**src/rtl/alarm_ring_ctrl_if.sv**
```systemverilog
// alarm_ring_ctrl_if: time/alarm inputs, buttons and ring outputs of the alarm ring controller
interface alarm_ring_ctrl_if;
  logic       tick_1hz;
  logic       alarm_on;
  logic       setting_active;
  logic [4:0] alarm_hour;
  logic [5:0] alarm_min;
  logic [5:0] alarm_sec;
  logic [4:0] time_hour;
  logic [5:0] time_min;
  logic [5:0] time_sec;
  logic       stop_btn;
  logic       snooze_btn;
  logic       ringing;
  logic       snoozing;
  logic       buzzer;
  logic [9:0] snooze_left;
  modport master (
    output tick_1hz, alarm_on, setting_active, alarm_hour, alarm_min, alarm_sec,
           time_hour, time_min, time_sec, stop_btn, snooze_btn,
    input  ringing, snoozing, buzzer, snooze_left
  );
  modport slave (
    input  tick_1hz, alarm_on, setting_active, alarm_hour, alarm_min, alarm_sec,
           time_hour, time_min, time_sec, stop_btn, snooze_btn,
    output ringing, snoozing, buzzer, snooze_left
  );
endinterface

```
**src/rtl/alarm_ring_ctrl.sv**
```systemverilog
// alarm_ring_ctrl: alarm match detection, ring/snooze sequencing and buzzer drive
module alarm_ring_ctrl #(
  parameter int RING_SECONDS   = 60,
  parameter int SNOOZE_MINUTES = 5
) (
  input logic               clock,
  input logic               reset_sec,
  alarm_ring_ctrl_if.slave  bus
);
  typedef enum logic [1:0] {IDLE, RINGING, SNOOZE} state_t;
  localparam logic [5:0] RING_LAST   = 6'(RING_SECONDS - 1);
  localparam logic [9:0] SNOOZE_LOAD = 10'(SNOOZE_MINUTES * 60);
  state_t     state, state_n;
  logic [5:0] ring_cnt, ring_cnt_n;
  logic [9:0] snooze_cnt, snooze_cnt_n;
  logic       beep_phase, beep_phase_n;
  logic       match_q, eq, match_rise, quit;
  assign eq = bus.alarm_on & ~bus.setting_active & (bus.alarm_hour == bus.time_hour) &
              (bus.alarm_min == bus.time_min) & (bus.alarm_sec == bus.time_sec);
  assign match_rise = eq & ~match_q;
  assign quit = ~bus.alarm_on | bus.stop_btn;
  // state and counters; match_q remembers eq so a held equality rings only once
  always_ff @(posedge clock or posedge reset_sec)
    if (reset_sec) begin
      state      <= IDLE;
      ring_cnt   <= '0;
      snooze_cnt <= '0;
      beep_phase <= 1'b0;
      match_q    <= 1'b0;
    end else begin
      state      <= state_n;
      ring_cnt   <= ring_cnt_n;
      snooze_cnt <= snooze_cnt_n;
      beep_phase <= beep_phase_n;
      match_q    <= eq;
    end
  // next state: disarm/stop beat snooze, which beats the tick-driven moves
  always_comb begin
    state_n      = state;
    ring_cnt_n   = ring_cnt;
    snooze_cnt_n = snooze_cnt;
    beep_phase_n = beep_phase;
    case (state)
      IDLE:
        if (match_rise) begin
          state_n      = RINGING;
          ring_cnt_n   = '0;
          beep_phase_n = 1'b1;
        end
      RINGING:
        if (quit) state_n = IDLE;
        else if (bus.snooze_btn) begin
          state_n      = SNOOZE;
          snooze_cnt_n = SNOOZE_LOAD;
        end else if (bus.tick_1hz) begin
          beep_phase_n = ~beep_phase;
          if (ring_cnt == RING_LAST) state_n = IDLE;
          else ring_cnt_n = ring_cnt + 6'd1;
        end
      SNOOZE:
        if (quit) begin
          state_n      = IDLE;
          snooze_cnt_n = '0;
        end else if (bus.tick_1hz) begin
          if (snooze_cnt == 10'd1) begin
            state_n      = RINGING;
            ring_cnt_n   = '0;
            beep_phase_n = 1'b1;
            snooze_cnt_n = '0;
          end else snooze_cnt_n = snooze_cnt - 10'd1;
        end
      default: state_n = IDLE;
    endcase
  end
  // outputs decode registered state only, so inputs never reach them combinationally
  always_comb begin
    bus.ringing     = state == RINGING;
    bus.snoozing    = state == SNOOZE;
    bus.buzzer      = (state == RINGING) & beep_phase;
    bus.snooze_left = snooze_cnt;
  end
endmodule

```
**src/flat_wrapper.sv**
```systemverilog
// flat-port wrapper written by rule: the top's interface ports become plain ports
module alarm_ring_ctrl_flat 
#(
  parameter int RING_SECONDS   = 60,
  parameter int SNOOZE_MINUTES = 5
)
  (clock, reset_sec, bus_tick_1hz, bus_alarm_on, bus_setting_active, bus_alarm_hour, bus_alarm_min, bus_alarm_sec, bus_time_hour, bus_time_min, bus_time_sec, bus_stop_btn, bus_snooze_btn, bus_ringing, bus_snoozing, bus_buzzer, bus_snooze_left);
  alarm_ring_ctrl_if bus_i ();
  input logic clock;
  input logic reset_sec;
  input wire logic [$bits(bus_i.tick_1hz)-1:0] bus_tick_1hz;
  input wire logic [$bits(bus_i.alarm_on)-1:0] bus_alarm_on;
  input wire logic [$bits(bus_i.setting_active)-1:0] bus_setting_active;
  input wire logic [$bits(bus_i.alarm_hour)-1:0] bus_alarm_hour;
  input wire logic [$bits(bus_i.alarm_min)-1:0] bus_alarm_min;
  input wire logic [$bits(bus_i.alarm_sec)-1:0] bus_alarm_sec;
  input wire logic [$bits(bus_i.time_hour)-1:0] bus_time_hour;
  input wire logic [$bits(bus_i.time_min)-1:0] bus_time_min;
  input wire logic [$bits(bus_i.time_sec)-1:0] bus_time_sec;
  input wire logic [$bits(bus_i.stop_btn)-1:0] bus_stop_btn;
  input wire logic [$bits(bus_i.snooze_btn)-1:0] bus_snooze_btn;
  output wire logic [$bits(bus_i.ringing)-1:0] bus_ringing;
  output wire logic [$bits(bus_i.snoozing)-1:0] bus_snoozing;
  output wire logic [$bits(bus_i.buzzer)-1:0] bus_buzzer;
  output wire logic [$bits(bus_i.snooze_left)-1:0] bus_snooze_left;
  assign bus_i.tick_1hz = bus_tick_1hz;
  assign bus_i.alarm_on = bus_alarm_on;
  assign bus_i.setting_active = bus_setting_active;
  assign bus_i.alarm_hour = bus_alarm_hour;
  assign bus_i.alarm_min = bus_alarm_min;
  assign bus_i.alarm_sec = bus_alarm_sec;
  assign bus_i.time_hour = bus_time_hour;
  assign bus_i.time_min = bus_time_min;
  assign bus_i.time_sec = bus_time_sec;
  assign bus_i.stop_btn = bus_stop_btn;
  assign bus_i.snooze_btn = bus_snooze_btn;
  assign bus_ringing = bus_i.ringing;
  assign bus_snoozing = bus_i.snoozing;
  assign bus_buzzer = bus_i.buzzer;
  assign bus_snooze_left = bus_i.snooze_left;
  alarm_ring_ctrl #(.RING_SECONDS(RING_SECONDS), .SNOOZE_MINUTES(SNOOZE_MINUTES)) u_core (.clock(clock), .reset_sec(reset_sec), .bus(bus_i));
endmodule
```
**config.mk**
```make
export PLATFORM = sky130hd
export DESIGN_NAME = alarm_ring_ctrl_flat
export DESIGN_NICKNAME = d
export VERILOG_FILES = /design/src/rtl/alarm_ring_ctrl_if.sv /design/src/rtl/alarm_ring_ctrl.sv /design/src/flat_wrapper.sv
export SDC_FILE = /design/constraint.sdc
export NUM_CORES = 1
export LEC_CHECK = 0
export CAP_MARGIN = 5
export CORE_UTILIZATION = 41
export DETAILED_ROUTE_END_ITERATION = 6
export PLACE_DENSITY = 0.75
export SYNTH_ARGS = -nofsm -noshare
export SYNTH_HDL_FRONTEND = slang
export SYNTH_SLANG_ARGS = --single-unit
```
**constraint.sdc**
```tcl
create_clock -name clock -period 6.5 [get_ports clock]
set_clock_uncertainty 0.05 [all_clocks]
set_input_delay 0.65 -clock clock [delete_from_list [all_inputs] [get_ports clock]]
set_output_delay 0.65 -clock clock [all_outputs]
set_load 0.005 [all_outputs]
```
Word-level counts from Yosys, hierarchy flattened
Cells that the tools add are included.
- flip-flop bits (word level): 20
- input bits: 41
- output and inout port bits: 13
- logic and storage cells: 77
- $add $sub $neg: 2
- equality and inequality tests: 20
- mux-type cells: 32
- bitwise logic cells: 11
- reductions and logical operators: 7
- operator list (operator ; number):
    2-to-1 mux 10 bit ; 5
    2-to-1 mux 6 bit ; 8
    case mux 10 bit (2 select lines) ; 1
    case mux 6 bit (3 select lines) ; 1
    2-to-1 mux 2 bit ; 8
    != test 2 bit, second input constant ; 7
    equality test 6 bit ; 2
    equality test 10 x 1 -> 1 bit, second input constant ; 1
    subtractor 10 x 1 -> 10 bit, second input constant ; 1
    AND reduction 9 bit ; 1
    AND reduction 8 bit ; 1
    2-to-1 mux 1 bit ; 7
    adder 6 x 1 -> 6 bit, second input constant ; 1
    bitwise AND 1 bit ; 6
    equality test 6 bit, second input constant ; 1
    case mux 2 bit (3 select lines) ; 1
    equality test 5 bit ; 1
    AND reduction 5 bit ; 1
    != test 2 x 1 -> 1 bit, second input constant ; 2
    != test 4 x 2 -> 1 bit, second input constant ; 1
    != test 4 x 3 -> 1 bit, second input constant ; 1
    NOT 1 bit ; 4
    AND reduction 4 bit ; 1
    != test 3 x 1 -> 1 bit, second input constant ; 1
    8 further kinds ; 8

Logic depth before layout (Yosys ltp)
- word-level depth: 8
- gate-level depth with buffers: 7
- depth with buffers taken out: 7

Worst setup path before layout
No wires, ideal clock.
- kind: input port to flip-flop
- start: input bus_time_min[4]
- end: register u_core.ring_cnt[4]
- library setup time: 0.126 ns
- arrival: 2.126 ns
- required time: 6.324 ns
- slack: 4.197 ns
- stages on the path: 6
- path buffers: 1
- cell sequence: xor2_1 nor4_2 nand3_1 or4b_4 buf_6 a311o_1
- word-level cells in the longest chain between the ends: 6
- ends and longest elaborated chain (item ; RTL line ; text):
    from (decl) ; flat_wrapper.sv:18 ; input wire logic [$bits(bus_i.time_min)-1:0] bus_time_min;
    equality test 6 bit ; alarm_ring_ctrl.sv:19 ; (bus.alarm_min == bus.time_min) & (bus.alarm_sec == bus.time_sec);
    bitwise AND 1 bit ; alarm_ring_ctrl.sv:18 ; assign eq = bus.alarm_on & ~bus.setting_active & (bus.alarm_hour == bus.time_hour) &
    bitwise AND 1 bit ; alarm_ring_ctrl.sv:19 ;
    bitwise AND 1 bit ; alarm_ring_ctrl.sv:20 ; assign match_rise = eq & ~match_q;
    != test 2 x 1 -> 1 bit (no line) ; n/a ;
    AND reduction 9 bit (no line) ; n/a ;
    to (signal assigned) ; alarm_ring_ctrl.sv:32 ; ring_cnt <= ring_cnt_n;
    to (decl) ; alarm_ring_ctrl.sv:14 ; logic [5:0] ring_cnt, ring_cnt_n;
No other way between the ends.
A chain may end at the register's enable or synchronous reset.

Final worst setup path
- start: input bus_tick_1hz
- end: register u_core.ring_cnt[4]
- word-level cells in the longest chain between the ends: 2
- elaborated cells between the ends (all ways): 3
- those cells by class: 2 x eq/ne; 1 x reduce/logical
- ends and longest elaborated chain (item ; RTL line ; text):
    from (decl) ; flat_wrapper.sv:11 ; input wire logic [$bits(bus_i.tick_1hz)-1:0] bus_tick_1hz;
    != test 2 bit (no line) ; n/a ;
    AND reduction 9 bit (no line) * ; n/a ;
Mark *: on every way between the ends. The rest lies on a longest branch, timed or not.

==> results.cfg <==
[global_routing]
grt_overflow_total = 0
grt_max_degree = 21
grt_pass1_vias = 1354
grt_pass1_wl_mm = 6.223
grtUsageTotal_pct = 20.03
antenna_found_initial = 0

[hold_path]
hp-class = reg -> reg

[worst_setup_path]
cpMaxStageDelayCell = clkdlybuf4s50_1
start_kind = input pin
end_kind = flip-flop
cp.required_ns = 6.65
cp_max_fo = 6
crit_buf_inv = 1
worstSetupPathType = in -> reg
crit_family = compound AO/OA/AOI/OAI gates
critPathMaxStageDelay_ns = 0.55
crit_arrival_ns = 2.81
crit_chain = clkdlybuf4s50_1 > or4bb_1 > a21o_1 > o21ai_1 > mux2_2 > a311o_1

[pwr]
p_int_mw = 0.2213
p_sw_mw = 0.06162
irDropWorstVdd_v = 0.0001097
total_power_mw = 0.2829
p_per_area_mw_per_mm2 = 132.9
pwr-share-clk_pct = 35.9
sequentialPowerShare_pct = 45.1
switching_share_pct = 21.78
power.leakage_nw = 0.8468
combinationalPowerShare_pct = 19.0

[synthesis]
synth_flop_cell = dfrtp_1
yosysTopAreaCellShare_pct = 33.22
avgSynthCellArea_sq_um = 8.608
synthCells = 175
ys_warn_count = 0
synthArstFlopShare_pct = 100.0
ys_ff_latch = 20
syn_nets = 219
synth_edf_count = 0
synthTopCellsByArea = dfrtp_1 (33%), xor2_1 (9.3%), nor2_1 (5.0%)
yosys-top-cells-count = dfrtp_1 (20), nor2_1 (20), xor2_1 (16)
ys_seq_area_share_pct = 33.22
netlist_area_sq_mm = 0.001506
synth_top_area_cell = dfrtp_1
synth.distinct_cells = 42

[drt]
vias = 1527
drt_iter0_drc = 97
ant_nets = 0
drtPass1Iterations = 4
avgRoutedWirePerCell_um = 13.04
postRouteWirelength_mm = 3.587
drc = 0
avgViaCountPerCell = 5.553

[layout]
fillers = 312
drive_gt1_share_pct = 4.803
area_growth_pct = 41.28
nets = 274
utilization_pct = 62.31
num_antenna_cells = 0

[die]
core_sq_mm = 0.003416
initial_core_util_pct = 44.10
die_h_um = 62.62
core.rowCount = 21
fp.dieW_um = 62.62
die-area_sq_mm = 0.003921
io_pins = 54

[timing]
fin_tns_setup_ns = 0
setup_viol = 0
drv_slew = 0
period_needed_ns = 2.659
relSlewSlack_pct = 48.45
timing.hold.ws_ns = 0.5197
tightest_slew_ns = 0.7723
hold_viol_final = 0
fmax_mhz = 376.0
finalCritPeriodShare_pct = 40.91
rsz0062_at_grt = no

[cts]
cts_num_sinks = 20
post_cts_buffers = 0
clkLatencyLatePin_ns = 0.30
clock-root-buffer = clkbuf_4
ctsResizeCount = 0
max-clock-path-buffers = 2
ctsHoldBuffers = 0
numCtsBuffers = 3
clk_pin_slew_ns = 0.11
cts_tree = yes
cts.htree.levels = 1

[placement]
routabilityCongestion = 0.9234
io_buffers = 53
dp_hpwl_mm = 2.863

[flow_run]
maxCapViolCount = 0

[outcome]
status = finished, final reports clean
## power groups by stage
stage | clock network, mW | logic, mW | registers [mW]
5_1_grt | 0.108 | 0.0586 | 0.128
6_report | 0.102 | 0.0536 | 0.128
3_3_place_gp | 0 | 0.0530 | 0.130
4_1_cts | 0.105 | 0.0541 | 0.128
2_1_floorplan | 0 | 0.0200 | 0.130
3_5_place_dp | 0 | 0.0539 | 0.130
## final timing paths
check | endpoint | depth (start not counted) | from | slack (ns)
worst max-delay path | u_core.ring_cnt[4]$_DFFE_PP0P_ | 6 | bus_tick_1hz | 3.84
worst min-delay path | u_core.bus.snooze_left[3]$_DFFE_PP0P_ | 1 | u_core.bus.snooze_left[3]$_DFFE_PP0P_ | 0.52
worst max register to register | u_core.ring_cnt[4]$_DFFE_PP0P_ | 5 | u_core.bus.snooze_left[4]$_DFFE_PP0P_ | 4.16
worst min register to register | u_core.bus.snooze_left[3]$_DFFE_PP0P_ | 1 | u_core.bus.snooze_left[3]$_DFFE_PP0P_ | 0.52
max in group asynchronous | u_core.ring_cnt[2]$_DFFE_PP0P_ | 2 | reset_sec | 5.20
min in group asynchronous | u_core.bus.snooze_left[7]$_DFFE_PP0P_ | 2 | reset_sec | 0.72
## placed cells by master, fill, tap and decap left out, types with 3 or more instances in the layout
master           netlist  final
clkdlybuf4s50_1        0     53
nor2_1                20     20
dfrtp_1               20     20
xor2_1                16     16
nand3_1               12     12
nand2_1                9      9
inv_1                  8      8
a21oi_1                8      8
o21ai_0                8      8
o22a_1                 6      6
a31oi_1                5      5
nand4_1                5      5
nor3_1                 5      5
xnor2_1                5      5
nor4_2                 4      4
nand2b_1               3      3
or3_1                  3      3
o21a_1                 3      3
ha_1                   3      3
clkbuf_4               0      3
## cell families (layout without fill, tap and decap cells)
group	Yosys count	in the layout	synth area share (%)
compound gates	44	44	19.68
flops	20	20	33.22
fa+ha+maj	3	3	2.492
simple gates	75	75	28.41
buf+inv	11	65	3.239
mux	1	1	0.7475
xor+xnor	21	21	12.21
## routing by layer
metal  track usage (%)  up-vias  share of wire [%]
met3             4.745        2                8.3
met2             30.16       70                 43
met5                 0        -                  0
met1             28.59      697                 48
li1                  -      758                  -
met4             5.233        0                1.0
## final cells by class
| cell class | instances | area (sq um) | share of cell area, % |
|---|---|---|---|
| clock inverters | 1 | 30.03 | 1.411 |
| clock buffers | 3 | 22.52 | 1.058 |
| flip-flops and latches | 20 | 500.5 | 23.52 |
| inverters | 8 | 30.03 | 1.411 |
| well taps | 46 | 57.56 | 2.704 |
| repair buffers | 53 | 530.5 | 24.93 |
| multi-input cells | 144 | 957.2 | 44.97 |
## stage by stage
| stage | worst slack [ns] | cell area, sq um | std cells |
|---|---|---|---|
| after detailed placement | 3.539 | 2076 | 271 |
| after floorplan | 4.197 | 1506 | 175 |
| after CTS | 3.871 | 2128 | 275 |
| after global placement | 3.576 | 2076 | 271 |
| final | 3.841 | 2128 | 275 |
| after global routing | 3.781 | 2128 | 275 |
## flip-flops by register name, indices dropped and copies added, names as in the netlist
register	count
u_core.state	2
u_core.match_q	1
u_core.beep_phase	1
u_core.ring_cnt	6
u_core.bus.snooze_left	10
(Power assumes the default switching activity.)
